<file path="src/rtl/ide_xfer_pkg.sv">
// rtl/ide_xfer_pkg.sv - shared state encoding and direction/mode constants for the IDE transfer engine
package ide_xfer_pkg;

  typedef enum logic [1:0] {
    ST_IDLE = 2'd0,
    ST_WAIT = 2'd1,
    ST_XFER = 2'd2,
    ST_DONE = 2'd3
  } xfer_state_t;

  localparam logic DIR_HOST_RD = 1'b0;
  localparam logic DIR_HOST_WR = 1'b1;
  localparam logic MODE_PIO    = 1'b0;
  localparam logic MODE_DMA    = 1'b1;

endpackage

</file>
<file path="src/rtl/ide_credit_counter.sv">
// rtl/ide_credit_counter.sv - saturating bank-credit counter with simultaneous inc/dec and overflow flag
module ide_credit_counter #(
  parameter int NBANKS = 4,
  parameter int CNT_W  = 3
) (
  input  logic             clk,
  input  logic             reset_,
  input  logic             clr,
  input  logic             inc,
  input  logic             dec,
  output logic [CNT_W-1:0] count,
  output logic             ovf
);

  localparam logic [CNT_W-1:0] FULL = CNT_W'(NBANKS);

  logic full;

  assign full = (count == FULL);
  // An add that would exceed NBANKS is dropped; paired with a consume it nets to zero instead.
  assign ovf  = !clr && inc && !dec && full;

  always_ff @(posedge clk) begin
    if (!reset_) begin
      count <= '0;
    end else if (clr) begin
      count <= '0;
    end else if (inc && !dec && !full) begin
      count <= count + CNT_W'(1);
    end else if (dec && !inc && count != '0) begin
      count <= count - CNT_W'(1);
    end
  end

endmodule

</file>
<file path="src/rtl/ide_xfer_engine.sv">
// rtl/ide_xfer_engine.sv - multi-bank, multi-block IDE data-phase engine (PIO and multiword DMA)
module ide_xfer_engine
  import ide_xfer_pkg::*;
#(
  parameter int POS_W  = 8,
  parameter int NBANKS = 4,
  parameter int BANK_W = 2
) (
  input  logic                    clk,
  input  logic                    reset_,
  input  logic                    cfg_start,
  input  logic                    cfg_dir,
  input  logic                    cfg_dma,
  input  logic [POS_W-1:0]        cfg_words,
  input  logic [7:0]              cfg_blocks,
  input  logic                    cfg_abort,
  input  logic                    credit_add,
  input  logic                    host_rd_stb,
  input  logic                    host_wr_stb,
  input  logic                    dmack_act,
  input  logic                    irq_clr,
  output logic [BANK_W+POS_W-1:0] buf_addr,
  output logic                    buf_we,
  output logic                    bsy,
  output logic                    drq,
  output logic                    dmarq,
  output logic                    block_done,
  output logic [BANK_W-1:0]       done_bank,
  output logic                    xfer_done,
  output logic                    irq,
  output logic                    err_ovr
);

  xfer_state_t       state, state_nxt;
  logic              dir_q, dma_q;
  logic [POS_W-1:0]  words_q, pos;
  logic [BANK_W-1:0] bank;
  logic [7:0]        blocks_left;
  logic              dmarq_off, err_q, irq_q;
  logic [BANK_W:0]   credits;
  logic              credit_ovf;

  logic start_ok, dir_stb, counted, blk_end, stray, more_credit;

  assign start_ok    = cfg_start && !cfg_abort && (state == ST_IDLE);
  assign dir_stb     = (dir_q == DIR_HOST_WR) ? host_wr_stb : host_rd_stb;
  assign counted     = (state == ST_XFER) && !cfg_abort && dir_stb &&
                       ((dma_q == MODE_PIO) || dmack_act);
  assign blk_end     = counted && (pos == words_q);
  assign stray       = (state != ST_XFER) && dir_stb;
  // Credits left after this block's consume, including an add landing in the same cycle.
  assign more_credit = (credits > (BANK_W+1)'(1)) || credit_add;

  ide_credit_counter #(
    .NBANKS(NBANKS),
    .CNT_W (BANK_W+1)
  ) u_credits (
    .clk   (clk),
    .reset_(reset_),
    .clr   (start_ok),
    .inc   (credit_add),
    .dec   (blk_end),
    .count (credits),
    .ovf   (credit_ovf)
  );

  always_ff @(posedge clk) begin
    if (!reset_) begin
      state <= ST_IDLE;
    end else begin
      state <= state_nxt;
    end
  end

  always_comb begin
    state_nxt = state;
    bsy       = 1'b0;
    drq       = 1'b0;
    dmarq     = 1'b0;
    xfer_done = 1'b0;
    case (state)
      ST_IDLE: begin
        if (start_ok) begin
          state_nxt = (cfg_blocks == 8'd0) ? ST_DONE : ST_WAIT;
        end
      end
      ST_WAIT: begin
        bsy = 1'b1;
        if (credits != '0) begin
          state_nxt = ST_XFER;
        end
      end
      ST_XFER: begin
        drq   = (dma_q == MODE_PIO);
        dmarq = (dma_q == MODE_DMA) && !dmarq_off;
        if (blk_end) begin
          if (blocks_left == 8'd1) begin
            state_nxt = ST_DONE;
          end else if (more_credit) begin
            state_nxt = ST_XFER;
          end else begin
            state_nxt = ST_WAIT;
          end
        end
      end
      ST_DONE: begin
        xfer_done = 1'b1;
        state_nxt = ST_IDLE;
      end
      default: state_nxt = ST_IDLE;
    endcase
    if (cfg_abort) begin
      state_nxt = ST_IDLE;
      xfer_done = 1'b0;
    end
  end

  always_ff @(posedge clk) begin
    if (!reset_) begin
      dir_q       <= DIR_HOST_RD;
      dma_q       <= MODE_PIO;
      words_q     <= '0;
      pos         <= '0;
      bank        <= '0;
      blocks_left <= '0;
      dmarq_off   <= 1'b0;
      err_q       <= 1'b0;
      irq_q       <= 1'b0;
    end else begin
      if (start_ok) begin
        dir_q       <= cfg_dir;
        dma_q       <= cfg_dma;
        words_q     <= cfg_words;
        pos         <= '0;
        bank        <= '0;
        blocks_left <= cfg_blocks;
      end else if (blk_end) begin
        pos         <= '0;
        bank        <= bank + BANK_W'(1);
        blocks_left <= blocks_left - 8'd1;
      end else if (counted) begin
        pos <= pos + POS_W'(1);
      end

      // DMARQ is withdrawn once the host acknowledges the last word, ahead of its final strobe.
      dmarq_off <= (state == ST_XFER) && !blk_end &&
                   (dmarq_off || ((dma_q == MODE_DMA) && dmack_act && (pos == words_q)));

      if (start_ok) begin
        err_q <= 1'b0;
      end else if (stray || credit_ovf) begin
        err_q <= 1'b1;
      end

      if ((state == ST_DONE) && !cfg_abort) begin
        irq_q <= 1'b1;
      end else if (irq_clr) begin
        irq_q <= 1'b0;
      end
    end
  end

  assign buf_addr   = {bank, pos};
  assign buf_we     = counted && (dir_q == DIR_HOST_WR);
  assign block_done = blk_end;
  assign done_bank  = blk_end ? bank : '0;
  assign irq        = irq_q;
  assign err_ovr    = err_q;

endmodule

</file>
<file path="config.mk">
export PLATFORM = sky130hd
export DESIGN_NAME = ide_xfer_engine
export DESIGN_NICKNAME = d
export VERILOG_FILES = /design/src/rtl/ide_xfer_pkg.sv /design/src/rtl/ide_credit_counter.sv /design/src/rtl/ide_xfer_engine.sv
export SDC_FILE = /design/constraint.sdc
export NUM_CORES = 1
export LEC_CHECK = 0
export BUFFER_PORTS_ARGS = -buffer_cell sky130_fd_sc_hd__buf_2
export CAP_MARGIN = 20
export CORE_UTILIZATION = 50
export DETAILED_ROUTE_END_ITERATION = 6
export PLACE_DENSITY = 0.86
export SETUP_SLACK_MARGIN = 0.15
export SYNTH_ARGS = -nofsm -noshare
export SYNTH_HDL_FRONTEND = slang
export SYNTH_HIERARCHICAL = 1
export SYNTH_SLANG_ARGS = --single-unit
</file>
<file path="constraint.sdc">
create_clock -name clk -period 9.7 [get_ports clk]
set_clock_uncertainty 0.2 [all_clocks]
set_input_delay 1.94 -clock clk [delete_from_list [all_inputs] [get_ports clk]]
set_output_delay 1.94 -clock clk [all_outputs]
set_load 0.02 [all_outputs]
</file>
* After elaboration in Yosys (flattened, before gate mapping) *
Index checks and enable logic that the tools add are counted.

storage, ports and cells
  register bits = 36
  output and inout bits = 20
  word-level logic and storage cells = 90

cells by class
  $add $sub $neg = 5
  order comparisons = 1
  eq/ne operators = 10
  mux-type cells = 20
  bitwise operators = 2
  reduce and logical (&&, ||, !) cells = 41

operator list
  cell                                                                             number
  1-bit logical AND                                                                21
  8-bit 2-to-1 mux                                                                 2
  2-bit 2-to-1 mux                                                                 7
  8-bit by 1-bit adder with 8-bit output, second input constant                    1
  8-bit by 1-bit == test with 1-bit output, second input constant                  1
  8-bit == test                                                                    1
  8-bit zero test                                                                  1
  1-bit 2-to-1 mux                                                                 8
  2-bit case mux with 4 select lines                                               1
  8-bit by 1-bit subtractor with 8-bit output, second input constant               1
  1-bit zero test                                                                  6
  3-bit 2-to-1 mux                                                                 2
  2-bit != test, second input constant                                             3
  2-bit nonzero test                                                               3
  2-bit == test, second input constant                                             2
  1-bit logical OR                                                                 4
  2-bit OR reduction                                                               2
  3-bit by 1-bit adder with 3-bit output, second input constant                    1
  3-bit == test, second input constant                                             1
  3-bit by 1-bit greater-than comparator with 1-bit output, second input constant  1
  3-bit AND reduction                                                              1
  3-bit nonzero test                                                               1
  3-bit OR reduction                                                               1
  3-bit by 1-bit subtractor with 3-bit output, second input constant               1
  other kinds (5)                                                                  6

* Logic depth before layout (Yosys ltp) *
  word-level depth = 9
  mapped depth = 12
  mapped depth without buffers = 9

* Hierarchy *
The synthesis kept the hierarchy.

by module, submodules not included
  module              instances  cells an instance  area an instance (sq um)  seq. area each (sq um)
  ide_xfer_engine     1          196                1680.4                    660.6
  ide_credit_counter  1          23                 231.5                     60.1

* Worst setup path after synthesis *
OpenSTA, ideal clock, no wires.

  path kind = input-to-output
  from = input port host_wr_stb
  to = output port done_bank[1]
  arrival time = 3.249 ns
  required time = 7.560 ns
  path slack = 4.311 ns
  stages = 7
  path buffers = 3
  cell sequence = mux2_1 > nor4b_4 > and3_1 > buf_4 > buf_8 > buf_6 > and2_1

on the way
  word-level cells in the longest chain between the ends = 5

RTL lines
  item                             line                    source
  start, declared                  ide_xfer_engine.sv:19   input logic host_wr_stb,
  1-bit 2-to-1 mux                 ide_xfer_engine.sv:46   assign dir_stb = (dir_q == DIR_HOST_WR) ? host_wr_stb : host_rd_stb;
  1-bit logical AND (2 in series)  ide_xfer_engine.sv:47   assign counted = (state == ST_XFER) && !cfg_abort && dir_stb &&
  1-bit logical AND                ide_xfer_engine.sv:49   assign blk_end = counted && (pos == words_q);
  2-bit 2-to-1 mux                 ide_xfer_engine.sv:166  assign done_bank = blk_end ? bank : '0;
  end, declared                    ide_xfer_engine.sv:28   output logic [BANK_W-1:0] done_bank,

No other way between the ends.

* Final worst setup path *
  from = input port host_wr_stb
  to = output port done_bank[0]

Same word-level chain as after synthesis.

==> impl_metrics.env <==
export IMPL_cts_repair_resize_count=0
export IMPL_post_synth_top_flop="sky130_fd_sc_hd__dfxtp_1"
export IMPL_crit_required_ns=7.56
export IMPL_timing_max_cap_violations=0
export IMPL_syn_area_mm2=0.00191
export IMPL_critPathArrivalTime_ns=3.72
export IMPL_grt_pass1_vias=1624
export IMPL_ys_top_cells_by_area="sky130_fd_sc_hd__dfxtp_1 (38%), sky130_fd_sc_hd__xor2_1 (6.9%), sky130_fd_sc_hd__nand2_1 (6.1%), sky130_fd_sc_hd__a21oi_1 (3.7%), sky130_fd_sc_hd__nor3_1 (3.4%)"
export IMPL_synth_most_common_cell="sky130_fd_sc_hd__dfxtp_1"
export IMPL_slew_headroom_pct=52.4
export IMPL_die_height_um=63.8
export IMPL_clock_root_buffer="sky130_fd_sc_hd__clkbuf_8"
export IMPL_count_of_port_buffers_added_during_placement=46
export IMPL_synth_cell_types=52
export IMPL_maxClockFrequency_ghz=0.171
export IMPL_fin_tns_setup_ns=0
export IMPL_leftover_overflow_at_the_end_of_global_routing=0
export IMPL_layout_filler_cells=319
export IMPL_hold_class="flip-flop to flip-flop"
export IMPL_hold_viol_final=0
export IMPL_final_cell_area_mm2=0.00226
export IMPL_routed_wirelength_um=4610
export IMPL_timing_setup_critical_path_class="primary input to output port"
export IMPL_area_growth_syn_to_fin_pct=18.4
export IMPL_yosys_warnings=6
export IMPL_outcome="finished, final reports clean"
export IMPL_postLayoutCoreUtil_pct=61.8
export IMPL_clk_transition_reported_paths_ns=0.07
export IMPL_worst_slew_pin_transition_ns=0.709
export IMPL_final_layout_size_suffix_gt1_share_pct=23.8
export IMPL_layout_nets=295
export IMPL_antenna_found_initial=0
export IMPL_die_area_mm2=0.00407
export IMPL_dp_worst_setup_slack_ns=3.88
export IMPL_yosysTopAreaCell="sky130_fd_sc_hd__dfxtp_1"
export IMPL_finalWorstPathRequiredPeriod_ns=5.86
export IMPL_post_cts_repair_timing_setup_buffer_count=0
export IMPL_timing_final_max_slew_violations=0
export IMPL_post_dp_cell_area_mm2=0.00216
export IMPL_synth_edf_count=0
export IMPL_grt_setup_unrepaired="false"
export IMPL_insertion_delay_ns=0.30
export IMPL_syn_mean_instance_area_um2=8.73
export IMPL_vias_per_cell=5.61
export IMPL_ios=47
export IMPL_vdd_ir_drop_worst_mv=0.100
export IMPL_gr_usage_all_layers_pct=24.2
export IMPL_route_antenna_remaining_nets=0
export IMPL_yosysSeqAreaShare_pct=37.7
export IMPL_grt_max_degree=33
export IMPL_worst_setup_path_start_kind="primary input"
export IMPL_first_iter_violations=75
export IMPL_start_util_pct=52.2
export IMPL_clock_tree_from_tritoncts="yes"
export IMPL_netlist_top_cells_count="sky130_fd_sc_hd__dfxtp_1 (36), sky130_fd_sc_hd__nand2_1 (31), sky130_fd_sc_hd__xor2_1 (15)"
export IMPL_final_cycle_utilization_of_the_critical_path_pct=60.4
export IMPL_number_of_antenna_diodes=0
export IMPL_drt_pre_antenna_iters=4
export IMPL_htree_num_levels=2
export IMPL_core_region_area_mm2=0.00366
export IMPL_route_vias_total=1757
export IMPL_cts_root_to_sink_buffers=2
export IMPL_cellPowerDensity_mw_per_mm2=149
export IMPL_synth_cells=219
export IMPL_die_width_um=63.8
export IMPL_timing_final_ws_setup_ns=3.84
export IMPL_remaining_drc_errors=0
export IMPL_timing_critical_path_fanout_max=32
export IMPL_ys_seq_elements=36
export IMPL_mappedNetlistNets=250
export IMPL_timing_final_setup_violations=0
export IMPL_gp_congestion=0.888
export IMPL_dpl_hpwl_um=3150
export IMPL_total_power_uw=337
export IMPL_row_count=22
export IMPL_numClockSinks=36
export IMPL_tritoncts_num_buffers=5
export IMPL_worst_setup_path_end_kind="output port"
export IMPL_power_leakage_nw=0.995
export IMPL_route_detailed_wl_per_inst_um=14.7
export IMPL_asyncSetResetFlopFracSynth_pct=0
export IMPL_cts_hold_repair_buffers=0
export IMPL_grt_first_pass_wirelength_um=7560
export IMPL_yosysTopAreaCellShare_pct=37.7
worst max-delay path, cell delays in order:
cell and delay (ns):
sky130_fd_sc_hd__buf_2 0.09, sky130_fd_sc_hd__mux2_1 0.16, sky130_fd_sc_hd__nor4b_4 0.46, sky130_fd_sc_hd__and3_1 0.33, sky130_fd_sc_hd__buf_4 0.36, sky130_fd_sc_hd__and2_1 0.20
sky130_fd_sc_hd__buf_2 0.17
where the power goes:
| group | internal, mW | switching (mW) | total (mW) | leakage, nW |
|---|---|---|---|---|
| sequential | 0.154 | 0.00621 | 0.160 | 0.293 |
| clock | 0.0763 | 0.0551 | 0.131 | 0.0552 |
| combinational | 0.0192 | 0.0269 | 0.0461 | 0.647 |
layer usage:
layer	wire length (µm)	GRT usage (%)	share of wire (%)	vias to the layer above
met4	38	7.67	0.82	0
met1	2060	28.5	45	824
met2	2300	42.7	50	51
met3	205	5.89	4.4	5
met5	0	0	0	-
li1	-	-	-	877
kinds of logic after synthesis:
group | count (synthesis) | share of synthesized area (%)
and+or+nand+nor | 93 | 27.2
AOI/OAI and AO/OA | 46 | 16.8
DFF | 36 | 37.7
xor gates and xnor gates | 18 | 8.25
buffers and inverters | 18 | 4.78
muxes | 4 | 2.29
adders and majority gates | 4 | 3.01
layout make-up:
cell class | count | area, µm² | area share, %
repair buffers | 48 | 245 | 10.8
multi-input cells | 165 | 1100 | 48.6
flip-flops and latches | 36 | 721 | 31.8
inverters | 8 | 30.0 | 1.33
clock buffers | 6 | 72.6 | 3.21
clock inverters | 2 | 35.0 | 1.55
well taps | 48 | 60.1 | 2.65
state kept, by name, summed over array words and instances, names as in the netlist:
name             count
dma_q                1
err_ovr              1
blocks_left          8
pos                  8
dmarq_off            1
irq                  1
bank                 2
dir_q                1
words_q              8
state                2
u_credits/count      3
path summary, 6_finish.rpt:
path / startpoint / to / slack [ns] / depth (start not counted)
worst max register to register: state[1] / u_credits/count[2] / 6.57 / 10
worst min-delay path: words_q[0] / words_q[0] / 0.27 / 2
worst min register to register: words_q[0] / words_q[0] / 0.27 / 2
worst max-delay path: host_wr_stb / done_bank[0] / 3.84 / 7
layout by cell type, fill, tap and decap left out, drive strengths merged, types with 2 or more instances in the layout:
cell type	Yosys	layout
a211oi	3	3
a21o	2	2
a21oi	14	14
a221oi	2	2
a31o	2	2
a31oi	5	5
and2	4	4
and3	3	3
buf	4	48
clkbuf	6	6
clkinv	1	2
dfxtp	36	36
ha	3	3
inv	7	7
mux2	3	3
nand2	31	31
nand2b	2	2
nand3	2	2
nand3b	2	2
nand4	4	4
nor2	10	10
nor2b	5	5
nor3	13	13
nor3b	5	5
nor4	6	6
nor4b	2	2
o2111ai	2	2
o21a	3	3
o21ai	4	4
o31a	2	2
o41ai	3	3
xnor2	3	3
xor2	15	15
per-stage QoR:
step,cells,hold WS (ns)
floorplan,219,0.248
global placement,305,0.256
detailed placement,305,0.263
CTS,313,0.273
global route,313,0.299
finish,313,0.270
Note: power is estimated with default switching activity, not from simulation.
